`src/rtl/alien_formation_ctrl.sv`:
```
// Alien formation marcher: steps the formation origin every P frames,
// reversing/descending at the live-column edges and flagging a landing.
module alien_formation_ctrl #(
   parameter int ALIASIZE     = 16,
   parameter int COLS         = 8,
   parameter int ROWS         = 5,
   parameter int COL_PITCH    = 24,
   parameter int ROW_PITCH    = 20,
   parameter int START_X      = 40,
   parameter int START_Y      = 48,
   parameter int STEP_X       = 4,
   parameter int STEP_Y       = 8,
   parameter int LEFT_BOUND   = 8,
   parameter int RIGHT_BOUND  = 632,
   parameter int BOTTOM_LIMIT = 400,
   parameter int MIN_PERIOD   = 2
) (
   input  logic            clk,
   input  logic            reset,
   input  logic            start,
   input  logic            frame_tick,
   input  logic [COLS-1:0] alive_cols,
   output logic [9:0]      formation_x,
   output logic [9:0]      formation_y,
   output logic            move_right,
   output logic            anim_frame,
   output logic            step_pulse,
   output logic            landed,
   output logic            busy
);
   localparam int CW = $clog2(2*COLS+1);
   localparam int IW = (COLS > 1) ? $clog2(COLS) : 1;

   typedef enum logic [1:0] {
      S_IDLE, S_MARCH, S_DESCEND, S_LANDED
   } state_t;

   state_t          r_state, w_state;
   logic [9:0]      r_x, w_x, r_y, w_y;
   logic            r_right, w_right;
   logic            r_anim, w_anim;
   logic            r_pulse, w_pulse;
   logic            r_landed, w_landed;
   logic [CW-1:0]   r_cnt, w_cnt;

   logic [CW-1:0]   w_pop, w_period;
   logic [IW-1:0]   w_first, w_last;
   logic [10:0]     w_left, w_rgt, w_ny;
   logic            w_live;

   always_ff @(posedge clk) begin
      if (reset) begin
         r_state  <= S_IDLE;
         r_x      <= 10'(START_X);
         r_y      <= 10'(START_Y);
         r_right  <= 1'b1;
         r_anim   <= 1'b0;
         r_pulse  <= 1'b0;
         r_landed <= 1'b0;
         r_cnt    <= '0;
      end else begin
         r_state  <= w_state;
         r_x      <= w_x;
         r_y      <= w_y;
         r_right  <= w_right;
         r_anim   <= w_anim;
         r_pulse  <= w_pulse;
         r_landed <= w_landed;
         r_cnt    <= w_cnt;
      end
   end

   // Live extent and speed both follow the surviving columns.
   always_comb begin
      w_pop   = '0;
      w_first = '0;
      w_last  = '0;
      for (int c = 0; c < COLS; c++)
         w_pop = w_pop + CW'(alive_cols[c]);
      for (int c = COLS-1; c >= 0; c--)
         if (alive_cols[c]) w_first = IW'(c);
      for (int c = 0; c < COLS; c++)
         if (alive_cols[c]) w_last = IW'(c);
      w_live   = |alive_cols;
      w_period = ({w_pop, 1'b0} < (CW+1)'(MIN_PERIOD)) ?
                 CW'(MIN_PERIOD) : CW'({w_pop, 1'b0});
      w_left   = 11'(r_x) + 11'(w_first) * 11'(COL_PITCH);
      w_rgt    = 11'(r_x) + 11'(w_last) * 11'(COL_PITCH)
               + 11'(ALIASIZE);
      w_ny     = 11'(r_y) + 11'(STEP_Y);
   end

   always_comb begin
      w_state  = r_state;
      w_x      = r_x;
      w_y      = r_y;
      w_right  = r_right;
      w_anim   = r_anim;
      w_pulse  = 1'b0;
      w_landed = r_landed;
      w_cnt    = r_cnt;
      if (start) begin
         w_state  = S_MARCH;
         w_x      = 10'(START_X);
         w_y      = 10'(START_Y);
         w_right  = 1'b1;
         w_anim   = 1'b0;
         w_landed = 1'b0;
         w_cnt    = '0;
      end else if ((r_state == S_MARCH || r_state == S_DESCEND)
                   && frame_tick && w_live) begin
         if (r_cnt >= w_period - CW'(1)) begin
            w_cnt   = '0;
            w_pulse = 1'b1;
            w_anim  = ~r_anim;
            if (r_state == S_MARCH) begin
               if (r_right && (w_rgt + 11'(STEP_X) > 11'(RIGHT_BOUND)))
                  w_state = S_DESCEND;
               else if (!r_right &&
                        (w_left < 11'(LEFT_BOUND + STEP_X)))
                  w_state = S_DESCEND;
               else if (r_right)
                  w_x = r_x + 10'(STEP_X);
               else
                  w_x = r_x - 10'(STEP_X);
            end else begin
               w_y     = w_ny[9:0];
               w_right = ~r_right;
               if (w_ny + 11'((ROWS-1)*ROW_PITCH + ALIASIZE)
                   >= 11'(BOTTOM_LIMIT)) begin
                  w_state  = S_LANDED;
                  w_landed = 1'b1;
               end else begin
                  w_state  = S_MARCH;
               end
            end
         end else begin
            w_cnt = r_cnt + CW'(1);
         end
      end
   end

   assign formation_x = r_x;
   assign formation_y = r_y;
   assign move_right  = r_right;
   assign anim_frame  = r_anim;
   assign step_pulse  = r_pulse;
   assign landed      = r_landed;
   assign busy        = (r_state == S_MARCH) || (r_state == S_DESCEND);
endmodule

```
`config.mk`:
```
export PLATFORM = sky130hd
export DESIGN_NAME = alien_formation_ctrl
export DESIGN_NICKNAME = d
export VERILOG_FILES = /design/src/rtl/alien_formation_ctrl.sv
export SDC_FILE = /design/constraint.sdc
export NUM_CORES = 1
export LEC_CHECK = 0
export ABC_AREA = 1
export BUFFER_PORTS_ARGS = -buffer_cell sky130_fd_sc_hd__clkbuf_2
export CAP_MARGIN = 15
export CORE_MARGIN = 5
export CORE_UTILIZATION = 40
export CTS_BUF_LIST = sky130_fd_sc_hd__clkbuf_8
export CTS_CLUSTER_DIAMETER = 60
export DETAILED_ROUTE_END_ITERATION = 7
export GPL_ROUTABILITY_DRIVEN = 1
export GPL_TIMING_DRIVEN = 0
export PLACE_DENSITY_LB_ADDON = 0.15
export SLEW_MARGIN = 5
export SYNTH_ARGS = -nofsm -noshare
export SYNTH_HDL_FRONTEND = slang
export SYNTH_SLANG_ARGS = --single-unit
```
`constraint.sdc`:
```
create_clock -name clk -period 8.95 [get_ports clk]
set_input_delay 0.4475 -clock clk [delete_from_list [all_inputs] [get_ports clk]]
set_output_delay 0.4475 -clock clk [all_outputs]
set_load 0.05 [all_outputs]
```
# Word level (Yosys, flattened, before mapping)
# Index checks and enable logic that the tools add are counted.
[classes]
add_sub_neg = 17
n_mul = 2
order_cmp = 5
eq_ne = 4
n_mux = 26
n_bitwise = 6
reduce_logical = 17
[op_table]
columns = ["operator", "count"]
rows = [
  ["two-way mux 3 bit", 14],
  ["adder 10 x 8 -> 11 bit", 2],
  ["adder 5 x 1 -> 5 bit", 3],
  ["adder 10 x 4 -> 11 bit (second input constant)", 1],
  ["adder 11 x 3 -> 11 bit (second input constant)", 1],
  ["adder 11 x 5 -> 11 bit (second input constant)", 1],
  ["adder 11 x 7 -> 11 bit (second input constant)", 1],
  [">= comparator 11 x 9 -> 1 bit (second input constant)", 1],
  ["greater-than comparator 11 x 10 -> 1 bit (second input constant)", 1],
  ["less-than comparator 11 x 4 -> 1 bit (second input constant)", 1],
  ["adder 10 x 3 -> 10 bit (second input constant)", 1],
  ["multiplier 3 x 2 -> 5 bit (second input constant)", 2],
  ["two-way mux 10 bit", 1],
  ["two-way mux 5 bit", 2],
  ["subtractor 10 x 3 -> 10 bit (second input constant)", 1],
  ["AND reduction 3 bit", 3],
  ["two-way mux 2 bit", 4],
  ["OR reduction 8 bit", 1],
  ["less-than comparator 6 x 2 -> 1 bit (second input constant)", 1],
  ["NOT 1 bit", 6],
  ["adder 4 x 1 -> 5 bit", 1],
  ["adder 5 x 1 -> 5 bit (second input constant)", 1],
  [">= comparator 5 bit", 1],
  ["two-way mux 1 bit", 5],
  ["other kinds (17)", 21],
]
[totals]
regBits = 31
in_bits = 12
wordCells = 86

# Logic depth before layout (Yosys ltp)
[depth]
ltp_word = 18
depth_mapped = 25
ltp_nobuf = 25

# Worst setup path after synthesis
# Ideal clock, no wire load.
[synth_timing]
path_kind = "input -> register"
start = "input alive_cols[0]"
end = "register r_right, in the netlist move_right"
setup_time_ns = 0.130
t_arrival_ns = 4.400
setup_slack_ns = 4.421
path_stages = 25
path_buffers = 1
cell_sequence = "inv_1 -> fa_1 -> fa_1 -> fa_1 -> inv_1 -> ha_1 -> fa_1 -> xor2_1 -> nor2_1 -> inv_1 -> nor2_1 -> nor2_1 -> ha_1 -> xnor2_1 -> ha_1 -> nand2_1 -> inv_1 -> nand4_1 -> o211a_1 -> nor2_8 -> inv_4 -> nor2_8 -> buf_6 -> a21oi_1 -> o21ai_0"
[synth_via]
elab_chain_len = 12
[synth_lines]
columns = ["item", "line_no", "source"]
rows = [
  ["start, declared", "22", "input logic [COLS-1:0] alive_cols,"],
  ["adder 1 x 1 -> 2 bit", "79", "w_pop = w_pop + CW'(alive_cols[c]);"],
  ["adder 2 x 1 -> 3 bit", "79", ""],
  ["adder 3 x 1 -> 4 bit", "79", ""],
  ["adder 4 x 1 -> 5 bit", "79", ""],
  ["adder 5 x 1 -> 5 bit (3 in a row)", "79", ""],
  ["less-than comparator 6 x 2 -> 1 bit", "85", "w_period = ({w_pop, 1'b0} < (CW+1)'(MIN_PERIOD)) ?"],
  ["two-way mux 5 bit", "85", ""],
  ["subtractor 5 x 1 -> 5 bit", "112", "if (r_cnt >= w_period - CW'(1)) begin"],
  [">= comparator 5 bit", "112", ""],
  ["AND reduction 3 bit (no line) (*)", "n/a", ""],
  ["end signal, assigned", "65", "r_right <= w_right;"],
  ["end, declared", "40", "logic r_right, w_right;"],
]
# Every way passes the cells marked *; elsewhere a longest branch is shown, timed or not.
# A chain may end at the register's enable or synchronous reset.

# Worst setup path after layout
[layout_timing]
start = "input alive_cols[0]"
end = "register r_y[8], in the netlist formation_y[8]"
[layout_via]
elab_chain_len = 12
[layout_lines]
columns = ["item", "line_no", "source"]
rows = [
  ["adder 1 x 1 -> 2 bit", "79", ""],
  ["adder 2 x 1 -> 3 bit", "79", ""],
  ["adder 3 x 1 -> 4 bit", "79", ""],
  ["adder 4 x 1 -> 5 bit", "79", ""],
  ["adder 5 x 1 -> 5 bit (3 in a row)", "79", ""],
  ["less-than comparator 6 x 2 -> 1 bit", "85", ""],
  ["two-way mux 5 bit", "85", ""],
  ["subtractor 5 x 1 -> 5 bit", "112", ""],
  [">= comparator 5 bit", "112", ""],
  ["AND reduction 3 bit (no line) (*)", "n/a", ""],
  ["end signal, assigned", "55", "r_y <= 10'(START_Y);"],
  ["end signal, assigned", "64", "r_y <= w_y;"],
  ["end, declared", "39", "logic [9:0] r_x, w_x, r_y, w_y;"],
]
# Marks and branches as above.

==> impl_metrics.tcl <==
set metrics [dict create \
    wl_met2_mm 2.588 \
    hold_viol 0 \
    met3_length_um 168 \
    first_pass_iters 4 \
    row_count 30 \
    drt-initial-drc-count 41 \
    drive_gt1_share_pct 18.93 \
    critPathRequiredTime_ps 9160 \
    portBuffers 31 \
    leakage_uw 0.001694 \
    r2r_start "formation_x[3]$_SDFFE_PP1P_" \
    cts_tree "yes" \
    maxCapViolations 0 \
    clk_pin_slew_ps 90 \
    crit_path_start_kind "input pin" \
    hpwl_mm 4.491 \
    wl_mm 5.375 \
    ys_types 37 \
    fin_crit_ps 4641 \
    path_max_fanout 10 \
    yosysWarnings 0 \
    hold_path_class "input pin to flip-flop" \
    num_io_pins 37 \
    synth-main-ff-cell "dfxtp_1" \
    synth-seq-area-share_pct 18.87 \
    cts.path.max_buffers 2 \
    clock_skew_ps 4.082 \
    wl_per_cell_um 10.92 \
    total_power_uw 311.5 \
    antenna_cells 0 \
    fin_nets 475 \
    slew_headroom_pct 64.04 \
    finalCritPeriodShare_pct 51.85 \
    grt_pass1_wl_mm 9.315 \
    cts_buffers 3 \
    worstHoldStart "reset" \
    async_flop_share_pct 0 \
    hold_buffers 0 \
    clock-sinks 26 \
    synth_most_common_cell "inv_1" \
    worst_slack_ps 4309 \
    drv_slew 0 \
    gp_congestion 0.8531 \
    gr-total-overflow 0 \
    outcome "finished, final reports clean" \
    initial_core_util_pct 40.81 \
    clock.fmax_ghz 0.2155 \
    synth.top_cells.by_count "68 x inv_1, 57 x nand2_1, 40 x ha_1" \
    yosys.area.top_type_share_pct 18.87 \
    synth.ff_latch_count 26 \
    synthCells 374 \
    grt.total_usage_pct 12.94 \
    cts-root-buf "clkbuf_8" \
    via_count 2306 \
    cts-htree-levels 1 \
    synth-edff-count 0 \
    die_y_um 93.03 \
    core_um2 6756 \
    drc 0 \
    worst_pin_slew_ps 537.4 \
    arrival_ps 4850 \
    syn_area_um2 2758 \
    worstSkewPairLatency_ps 270 \
    via_per_inst 4.687 \
    crit_start "alive_cols[0]" \
    wl_met1_mm 2.560 \
    ir_drop_uv 60.28 \
    power_density_nw_per_um2 101.5 \
    grt_pass1_vias 2153 \
    dieArea_um2 8655 \
    area_growth_pct 11.30 \
    critical_path_class "input pin to flip-flop" \
    top_layer_used "met4" \
    final_core_util_pct 45.43 \
    reg2reg_depth 15 \
    ant_nets 0 \
    post-cts-setup-buffers 0 \
    setup_viol 0 \
    yosys.area.top_type "dfxtp_1" \
    pre_cts_ws_ps 3991 \
    ys_top_cells_by_area "dfxtp_1 19%, ha_1 18%, inv_1 9.3%, nand2_1 7.8%, fa_1 6.5%" \
    grt_max_degree 14 \
    setup_tns_ps 0 \
    ctsResizeCount 0 \
    antenna_found_initial 0 \
    min_delay_path_depth 2 \
    die_w_um 93.03 \
    critPathCaptureType "flip-flop" \
    syn_area_per_cell_um2 7.373 \
    rsz0062_at_grt "false" \
    whs_ps 342.4 \
]
==> layer usage <==
metal / track usage [%] / vias up
met4: 3.297 / 0
li1: - / 1254
met5: 0 / -
met3: 1.529 / 6
met2: 22.68 / 29
met1: 16.84 / 1017
==> cells in the final DEF, fill, tap and decap left out, types with 13 or more instances in the layout <==
| master | n |
|---|---|
| nor2_1 | 37 |
| clkbuf_2 | 31 |
| dfxtp_1 | 26 |
| nand2_1 | 57 |
| nand3_1 | 15 |
| a21oi_1 | 25 |
| xor2_1 | 13 |
| o21ai_0 | 13 |
| ha_1 | 40 |
| inv_1 | 68 |
==> logic make-up (layout without fill, tap and decap cells) <==
group	Yosys count	after routing	share of synthesized area (%)
AO/OA/AOI/OAI	49	49	10.35
XOR/XNOR	18	18	5.717
adder cells (fa/ha/maj)	49	49	24.68
buffers and inverters	86	120	13.07
flip-flops	26	26	18.87
other	1	5	0.1360
AND/OR/NAND/NOR	145	145	27.18
==> cell type report <==
type	instances	area, um2
inverter	78	295.3
multi-input combinational	266	1892
tap	80	100.1
clock buffer	3	41.29
timing repair buffer	31	155.1
buffer	8	65.06
sequential	26	520.5
fill	739	3687
==> critical path: stages <==
cell and delay (ps):
clkbuf_2 100, inv_1 70, fa_1 550, fa_1 440
fa_1 500, inv_1 50, ha_1 200, fa_1 370
xor2_1 230, nor2_1 60, inv_1 60, nor2_1 40
nor2_1 130, ha_1 180, xnor2_1 80, ha_1 300
nand2_1 60, inv_1 40, nand4_1 70, o211a_1 180
nor2_8 180, inv_4 70, nor2_8 110, buf_6 150
o21ai_2 60, a21oi_2 110
==> final timing paths <==
kind,to,slack (ps)
min,r_state[0]$_SDFFE_PP0P_,340
min reg2reg,anim_frame$_SDFFE_PP0P_,450
max,formation_y[8]$_SDFFE_PP0P_,4310
max reg2reg,formation_x[4]$_SDFFE_PP0P_,6390
==> report_power, final <==
group	switching, uW	total (uW)	internal (uW)
logic	76.8	128	50.9
registers	0.809	117	116
clock network	36.4	66.5	30.2
==> flip-flops by register name, indices dropped and copies added, names as in the netlist <==
name         flops
formation_y      7
move_right       1
anim_frame       1
r_cnt            5
formation_x      8
step_pulse       1
landed           1
r_state          2
==> per-stage QoR <==
| stage | std cells | instance area [um2] |
|---|---|---|
| after floorplan | 378 | 2773 |
| after global placement | 489 | 3028 |
| after detailed placement | 489 | 3028 |
| after CTS | 492 | 3069 |
| after global routing | 492 | 3069 |
| final | 492 | 3069 |
Power figures use the tool's default switching activity.
